===== src/rtl/scv_video_pkg.sv =====
// Shared types, default raster timing and helpers for the SCV video front end.
package scv_video_pkg;

  // Raster counters are 9 bits: enough for 260 pixels and 262 lines.
  typedef logic [8:0] hcnt_t;
  typedef logic [8:0] vcnt_t;

  // CPU-side base of the shared VRAM window; the fetch port carries offsets only.
  localparam logic [15:0] VRAM_BASE = 16'h3000;

  // Default NTSC-like raster timing.
  localparam int DEF_CE_DIV       = 1;
  localparam int DEF_H_TOTAL      = 260;
  localparam int DEF_H_ACTIVE     = 192;
  localparam int DEF_H_SYNC_START = 216;
  localparam int DEF_H_SYNC_LEN   = 20;
  localparam int DEF_V_TOTAL      = 262;
  localparam int DEF_V_ACTIVE     = 222;
  localparam int DEF_V_SYNC_START = 240;
  localparam int DEF_V_SYNC_LEN   = 3;

  // Background fetch FSM: idle, or holding a request until the arbiter grants it.
  typedef enum logic {
    IDLE,
    WAIT
  } fetch_state_t;

  // Tile-map entry for an 8x8 cell: rows of 32 cells, taken relative to the
  // VRAM window so the port sees a 10-bit offset.
  function automatic logic [9:0] tile_offset(input logic [4:0] row, input logic [4:0] col);
    logic [15:0] cpu_addr;
    cpu_addr = VRAM_BASE + {6'd0, row, col};
    return 10'(cpu_addr - VRAM_BASE);
  endfunction

endpackage


===== src/rtl/scv_vram_fetch.sv =====
// Tile-map fetch engine: one outstanding VRAM request, replaced (and flagged
// late) if the next slot arrives before the arbiter grants the current one.
module scv_vram_fetch
  import scv_video_pkg::*;
(
  input  logic       clk,
  input  logic       rst_n,
  input  logic       slot,
  input  logic [9:0] slot_addr,
  input  logic       vram_ack,
  input  logic [7:0] vram_di,
  input  logic       late_clr,
  output logic       vram_req,
  output logic [9:0] vram_a,
  output logic [7:0] tile_q,
  output logic       tile_valid,
  output logic       fetch_late
);

  fetch_state_t state;

  // Request/grant FSM with registered request, address, tile byte and late flag.
  always_ff @(posedge clk or negedge rst_n) begin
    if (!rst_n) begin
      state      <= IDLE;
      vram_req   <= 1'b0;
      vram_a     <= '0;
      tile_q     <= '0;
      tile_valid <= 1'b0;
      fetch_late <= 1'b0;
    end else begin
      tile_valid <= 1'b0;
      // A new late event later in this block overrides the clear.
      if (late_clr) fetch_late <= 1'b0;

      case (state)
        IDLE: begin
          // Grants arriving with no request outstanding are ignored.
          if (slot) begin
            vram_a   <= slot_addr;
            vram_req <= 1'b1;
            state    <= WAIT;
          end
        end
        WAIT: begin
          if (vram_ack) begin
            tile_q     <= vram_di;
            tile_valid <= 1'b1;
            if (slot) begin
              // Grant and next slot coincide: old fetch completes, new one starts.
              vram_a <= slot_addr;
            end else begin
              vram_req <= 1'b0;
              state    <= IDLE;
            end
          end else if (slot) begin
            // Arbiter never granted in time: abandon the byte, chase the new cell.
            fetch_late <= 1'b1;
            vram_a     <= slot_addr;
          end
        end
      endcase
    end
  end

endmodule


===== src/rtl/scv_video_timing.sv =====
// SCV raster timing: pixel-enable divider, pixel/line counters, sync and
// blank decodes, and the per-cell slot strobe feeding the tile-map fetcher.
module scv_video_timing
  import scv_video_pkg::*;
#(
  parameter int CE_DIV       = DEF_CE_DIV,
  parameter int H_TOTAL      = DEF_H_TOTAL,
  parameter int H_ACTIVE     = DEF_H_ACTIVE,
  parameter int H_SYNC_START = DEF_H_SYNC_START,
  parameter int H_SYNC_LEN   = DEF_H_SYNC_LEN,
  parameter int V_TOTAL      = DEF_V_TOTAL,
  parameter int V_ACTIVE     = DEF_V_ACTIVE,
  parameter int V_SYNC_START = DEF_V_SYNC_START,
  parameter int V_SYNC_LEN   = DEF_V_SYNC_LEN
) (
  input  logic       clk,
  input  logic       rst_n,
  output logic       pix_ce,
  output logic [8:0] hcnt,
  output logic [8:0] vcnt,
  output logic       hsync,
  output logic       vsync,
  output logic       hblank,
  output logic       vblank,
  output logic       vbl,
  output logic       frame_start,
  output logic       vram_req,
  output logic [9:0] vram_a,
  input  logic       vram_ack,
  input  logic [7:0] vram_di,
  output logic [7:0] tile_q,
  output logic       tile_valid,
  output logic       fetch_late,
  input  logic       late_clr
);

  localparam logic [3:0] DIV_LAST  = 4'(CE_DIV - 1);
  localparam hcnt_t      H_LAST    = hcnt_t'(H_TOTAL - 1);
  localparam vcnt_t      V_LAST    = vcnt_t'(V_TOTAL - 1);
  localparam hcnt_t      H_ACT     = hcnt_t'(H_ACTIVE);
  localparam vcnt_t      V_ACT     = vcnt_t'(V_ACTIVE);
  localparam hcnt_t      HSYNC_LO  = hcnt_t'(H_SYNC_START);
  localparam hcnt_t      HSYNC_HI  = hcnt_t'(H_SYNC_START + H_SYNC_LEN);
  localparam vcnt_t      VSYNC_LO  = vcnt_t'(V_SYNC_START);
  localparam vcnt_t      VSYNC_HI  = vcnt_t'(V_SYNC_START + V_SYNC_LEN);

  logic [3:0] div_cnt;
  logic       slot;
  logic [9:0] slot_addr;

  // Pixel divider; pix_ce is registered the cycle after the terminal count.
  always_ff @(posedge clk or negedge rst_n) begin
    if (!rst_n) begin
      div_cnt <= '0;
      pix_ce  <= 1'b0;
    end else begin
      // NOTE: non-blocking assignments so every register here samples pre-edge values.
      pix_ce  <= (div_cnt == DIV_LAST);
      div_cnt <= (div_cnt == DIV_LAST) ? 4'd0 : div_cnt + 4'd1;
    end
  end

  // Pixel and line counters; frame_start marks entry into 0/0 after a wrap.
  always_ff @(posedge clk or negedge rst_n) begin
    if (!rst_n) begin
      hcnt        <= '0;
      vcnt        <= '0;
      frame_start <= 1'b0;
    end else begin
      frame_start <= 1'b0;
      if (pix_ce) begin
        if (hcnt == H_LAST) begin
          hcnt <= '0;
          if (vcnt == V_LAST) begin
            vcnt        <= '0;
            frame_start <= 1'b1;
          end else begin
            vcnt <= vcnt + 9'd1;
          end
        end else begin
          hcnt <= hcnt + 9'd1;
        end
      end
    end
  end

  // Sync and blank are pure decodes of the registered counters.
  assign hsync  = (hcnt >= HSYNC_LO) && (hcnt < HSYNC_HI);
  assign vsync  = (vcnt >= VSYNC_LO) && (vcnt < VSYNC_HI);
  assign hblank = (hcnt >= H_ACT);
  assign vblank = (vcnt >= V_ACT);
  assign vbl    = vblank;

  // One fetch slot at the first pixel of each visible 8-pixel cell.
  always_comb begin
    // NOTE: default first so every path assigns and no latch is inferred.
    slot = 1'b0;
    if (pix_ce && (hcnt[2:0] == 3'd0) && (hcnt < H_ACT) && (vcnt < V_ACT)) slot = 1'b1;
  end

  assign slot_addr = tile_offset(vcnt[7:3], hcnt[7:3]);

  scv_vram_fetch u_fetch (
    .clk        (clk),
    .rst_n      (rst_n),
    .slot       (slot),
    .slot_addr  (slot_addr),
    .vram_ack   (vram_ack),
    .vram_di    (vram_di),
    .late_clr   (late_clr),
    .vram_req   (vram_req),
    .vram_a     (vram_a),
    .tile_q     (tile_q),
    .tile_valid (tile_valid),
    .fetch_late (fetch_late)
  );

endmodule


===== config.mk =====
export PLATFORM = sky130hd
export DESIGN_NAME = scv_video_timing
export DESIGN_NICKNAME = d
export VERILOG_FILES = /design/src/rtl/scv_video_pkg.sv /design/src/rtl/scv_vram_fetch.sv /design/src/rtl/scv_video_timing.sv
export SDC_FILE = /design/constraint.sdc
export NUM_CORES = 1
export LEC_CHECK = 0
export BUFFER_PORTS_ARGS = -buffer_cell sky130_fd_sc_hd__clkbuf_2
export CAP_MARGIN = 20
export CORE_ASPECT_RATIO = 1.25
export CORE_MARGIN = 2
export CORE_UTILIZATION = 50
export CTS_BUF_LIST = sky130_fd_sc_hd__clkbuf_4
export CTS_CLUSTER_SIZE = 10
export DETAILED_ROUTE_END_ITERATION = 6
export HOLD_SLACK_MARGIN = 0.02
export PLACE_DENSITY_LB_ADDON = 0.1
export SYNTH_ARGS = -nofsm -noshare
export SYNTH_HDL_FRONTEND = slang
export SYNTH_SLANG_ARGS = --single-unit
export TNS_END_PERCENT = 1

===== constraint.sdc =====
create_clock -name clk -period 2.3 [get_ports clk]
set_input_delay 0.23 -clock clk [delete_from_list [all_inputs] [get_ports clk]]
set_output_delay 0.23 -clock clk [all_outputs]
set_load 0.005 [all_outputs]

Word-level counts from Yosys, hierarchy flattened
Index checks and enable logic that the tools add are counted.
- register bits: 46
- latch bits: 0
- memory bits (writable): 0
- ROM bits: 0
- input port bits: 12
- output and inout bits: 46
- logic and storage cells: 61
- memories: 0
- $add $sub $neg: 5
- multiply operators: 0
- div/mod/pow operators: 0
- order comparisons: 8
- equality and inequality tests: 5
- shift-type cells: 0
- multiplexer cells: 21
- bitwise gates (word level): 1
- reductions and logical operators: 10
- operators with widths (cell ; count):
    9-bit by 8-bit >= comparator with 1-bit output, second input constant ; 4
    9-bit by 8-bit less-than comparator with 1-bit output, second input constant ; 4
    9-bit by 1-bit adder with 9-bit output, second input constant ; 2
    9-bit == test, second input constant ; 2
    9-bit 2-to-1 mux ; 2
    1-bit 2-to-1 mux ; 15
    1-bit by 10-bit adder with 10-bit output, first input constant ; 1
    10-bit 2-to-1 mux ; 1
    10-bit by 1-bit subtractor with 10-bit output, second input constant ; 1
    2-bit inequality test, second input constant ; 3
    1-bit logical AND ; 5
    4-bit by 1-bit adder with 4-bit output, second input constant ; 1
    4-bit zero test ; 1
    4-bit 2-to-1 mux ; 1
    1-bit one-hot mux with 2 select lines ; 2
    2-bit AND reduction ; 2
    3-bit zero test ; 1
    3-bit AND reduction ; 1
    1-bit inverter ; 1

Depth between registers and ports, before layout
- word-level depth: 8
- gate-level depth with buffers: 7
- depth with buffers taken out: 6

Cells and area by module
A second synthesis with hierarchy kept.
- cell total of the unflattened synthesis: 170
- area, all modules: 2073.2 sq um
- modules (own cells, without submodules) (module ; instances ; cells an instance ; area an instance (sq um)):
    scv_video_timing ; 1 ; 120 ; 1251.2
    scv_vram_fetch ; 1 ; 50 ; 822.0

Worst setup path after synthesis
OpenSTA, ideal clock, no wires.
- path type: reg2reg
- start point: register vcnt[2]
- end point: register u_fetch.vram_a[3]
- library setup time: 0.125 ns
- arrival: 1.672 ns
- data required time: 2.175 ns
- path slack: 0.504 ns
- cell stages (with the launch flop): 5
- buffers on the path: 1
- clock period less this slack: 1.796 ns
- cell sequence: dfrtp_1 a41o_1 a2111oi_4 buf_6 mux2_2
- cells in the longest elaborated chain, start to end: 3
- RTL lines (element ; RTL line ; RTL):
    start: declaration ; scv_video_timing.sv:20 ; output logic [8:0] vcnt,
    start signal: assignment ; scv_video_timing.sv:78 ; vcnt <= vcnt + 9'd1;
    9-bit by 8-bit less-than comparator with 1-bit output ; scv_video_timing.sv:98 ; if (pix_ce && (hcnt[2:0] == 3'd0) && (hcnt < H_ACT) && (vcnt < V_ACT)) slot = 1'b1;
    1-bit logical AND ; scv_video_timing.sv:98 ;
    1-bit 2-to-1 mux ; scv_video_timing.sv:98 ;
    end signal: assignment ; scv_vram_fetch.sv:40 ; vram_a <= slot_addr;
    end signal: assignment ; scv_vram_fetch.sv:51 ; vram_a <= slot_addr;
    end signal: assignment ; scv_vram_fetch.sv:59 ; vram_a <= slot_addr;
    end: declaration ; scv_vram_fetch.sv:14 ; output logic [9:0] vram_a,
Every way passes these cells.
A chain may end at the register's enable or synchronous reset.

Final worst setup path
- start point: register vcnt[2]
- end point: register u_fetch.vram_a[5]
Same word-level chain as after synthesis.

==> qor.yml <==
floorplan:
  die_area_mm2: 0.00466
  ioPinCount: 58
  start_util: 0.511
  die_w_um: 61.4
  core-area_mm2: 0.00403
  die_h_um: 75.8
  fp-row-count: 26
placement:
  dp_cells: 283
  io_buffers: 57
  place_ws_ps: 333
  gp_congestion: 0.902
  dp_hpwl_mm: 3.06
sta:
  layout_setup_ws_ps: 350
  maxSlewHeadroom: 0.654
  tightest_slew_ps: 511
  finalHoldViolCount: 0
  min_period_over_period: 0.848
  period_minus_slack_ps: 1950
  fmax_mhz: 513
  drv_slew: 0
  finClkSkew_ps: 9.75
  setup_viol: 0
  rsz0062_at_grt: "false"
  setup_tns_ps: 0
  hold_slack_ps: 105
cts:
  clk_pin_slew_worst_paths_ps: 120
  cts.path.max_buffers: 2
  clock-sinks: 46
  clkLatencyLatePin_ps: 340
  cts_made_buffers: 5
  cts_root_buf: "clkbuf_4"
  htreeDepth: 2
  cts_tree: "done"
critical_path:
  worstSetupStartpoint: "vcnt[2]"
  crit_chain: "a41o_1 -> a2111oi_4 -> buf_4 -> mux2_2"
  worstPathArrival_ps: 2190
  critPathKind: "reg2reg"
  timing.rr.start: "vcnt[2]"
  worst_path_max_delay_cell: "dfrtp_1"
  cp-endpoint: "u_fetch.vram_a[5]"
  critPathLaunchType: "flop"
  cp_max_fo: 10
  rrSetupSlack_ps: 350
  cp_slowest_stage_delay_ps: 480
  critical_path.endpoint_type: "flop"
  reg2reg_depth: 4
  critPathRequiredTime_ps: 2540
  r2r_end: "u_fetch.vram_a[5]"
pwr:
  switching_share: 0.200
  p_seq_frac: 0.598
  peakVddDrop_mv: 0.451
  p_per_area_mw_per_mm2: 564
  p_leak_nw: 1.29
  power.switching_w: 0.000283
  p_int_w: 0.00113
  pwr-share-comb: 0.055
  clockPowerShare: 0.347
final_layout:
  drive_above_1_share: 0.381
  diodes: 0
  final_cell_mix: "clkbuf_2, dfrtp_1, mux2_2"
  seqCellArea_mm2: 0.00115
  final_nets: 254
  syn_to_final_growth_pct: 21.4
  final_common_cell: "clkbuf_2"
  n_fill_cell: 384
  instances_no_fill: 292
  multi_input_area_um2: 830
global_route:
  grt_usage: 0.191
  grt_pass1_wl_mm: 6.53
  grt_max_degree: 18
  grt_overflow: 0
  antenna_found_initial: 0
  grt_pass1_vias: 1434
logic_synthesis:
  synth_mux_area_frac: 0.109
  syn_inst: 172
  synthAdderAreaFrac: 0.0425
  yosys_warnings: 0
  synthArstFlopShare: 1.00
  syn_avg_cell_area_um2: 12.0
  synth_top_family_by_area: "simple AND/OR/NAND/NOR gates"
  synth_cell_types: 32
  syn_nets: 191
  synth_compound_area_frac: 0.0728
  synth_area_mm2: 0.00206
  synth-xor-area-share: 0.0552
  ys.flop_type: "dfrtp_1"
  synth_edf_count: 0
  ys_seq_area_frac: 0.558
  synth-simple-area-share: 0.123
  ys_seq_elements: 46
drt:
  vias_per_cell: 5.15
  dr.pass1.iters: 6
  vias: 1505
  wirelength_mm: 4.03
  drc_errors: 0
  drt_iter0_drc: 60
  route.detailed.wl_per_inst_um: 13.8
  postRouteAntennaNets: 0
outcome:
  status: "finished clean"
run:
  cap_violations: 0
min_path:
  min_path_type: "in2reg"
registers in the layout, indices dropped and copies added, names as in the netlist:
name,cells
div_cnt,4
frame_start,1
hcnt,9
pix_ce,1
u_fetch.fetch_late,1
u_fetch.state,1
u_fetch.tile_q,8
u_fetch.tile_valid,1
u_fetch.vram_a,10
u_fetch.vram_req,1
vcnt,9
synthesized netlist by cell type (3+ instances only):
| cell | instances | area [µm²] |
|---|---|---|
| dfrtp_1 | 46 | 1150 |
| mux2_2 | 20 | 225 |
| inv_1 | 12 | 45.0 |
| nand2_1 | 12 | 45.0 |
| nor2_1 | 9 | 33.8 |
| xnor2_1 | 9 | 78.8 |
| a21oi_1 | 7 | 35.0 |
| ha_1 | 7 | 87.6 |
| nand4_1 | 6 | 37.5 |
| o21ai_0 | 5 | 25.0 |
| nand3_1 | 4 | 20.0 |
| xor2_1 | 4 | 35.0 |
| a21o_1 | 3 | 22.5 |
| nor3b_1 | 3 | 22.5 |
worst min-delay path by stage:
stage | startpoint | endpoint | slack [ps] | depth (start not counted)
after floorplan | rst_n | div_cnt[0] | -70 | 0
after CTS | vram_di[3] | u_fetch.tile_q[3] | 90 | 2
after global routing | vram_di[0] | u_fetch.tile_q[0] | 80 | 2
after global placement | rst_n | u_fetch.tile_q[3] | 160 | 1
after detailed placement | rst_n | u_fetch.tile_q[3] | 170 | 1
final | vram_di[3] | u_fetch.tile_q[3] | 110 | 2
power groups by stage:
stage / sequential, W / clock (W) / combinational [W]
after detailed placement: 0.000860 / 0 / 0.0000796
after global routing: 0.000848 / 0.000543 / 0.0000893
after CTS: 0.000844 / 0.000511 / 0.0000809
after floorplan: 0.000862 / 0 / 0.0000211
final: 0.000844 / 0.000489 / 0.0000782
after global placement: 0.000858 / 0 / 0.0000770
kinds of logic (layout without fill, tap and decap cells):
family	Yosys count	count (layout)
AOI/OAI and AO/OA	21	21
buffers and inverters	18	82
DFF	46	46
and+or+nand+nor	47	47
adders and majority gates	7	7
muxes	20	20
xor gates and xnor gates	13	13
worst max-delay path, delay by kind of cell (launching register included):
kind	cells	cell delay, ps
AOI/OAI and AO/OA	2	770
DFF	1	480
muxes	1	340
buffers and inverters	1	260
metal layers:
layer / GRT usage / share of wire / vias up
li1: - / - / 723
met1: 0.262 / 0.47 / 734
met2: 0.294 / 0.48 / 46
met3: 0.0340 / 0.047 / 2
met4: 0.0875 / 0.0057 / 0
met5: 0 / 0 / -
through the flow:
step                      cell area (µm²)  total power [W]  utilization
final                                2500          0.00141        0.621
after global routing                 2500          0.00148        0.621
after CTS                            2500          0.00144        0.621
after detailed placement             2410         0.000940        0.598
after global placement               2410         0.000935        0.598
after floorplan                      2060         0.000883            -
area by class of cell:
cell class	count	share of cell area
sequential	46	0.460
multi-input combinational	108	0.331
clock buffer	7	0.0210
tap	56	0.0280
clock inverter	1	0.0120
inverter	12	0.0180
timing repair buffer	62	0.130
what timing repair did:
item,CTS,global route
hold buffers,1,0
resized for setup,0,0
setup buffers,0,0
endpoints found under the hold margin,15,0
(Power assumes the default switching activity.)
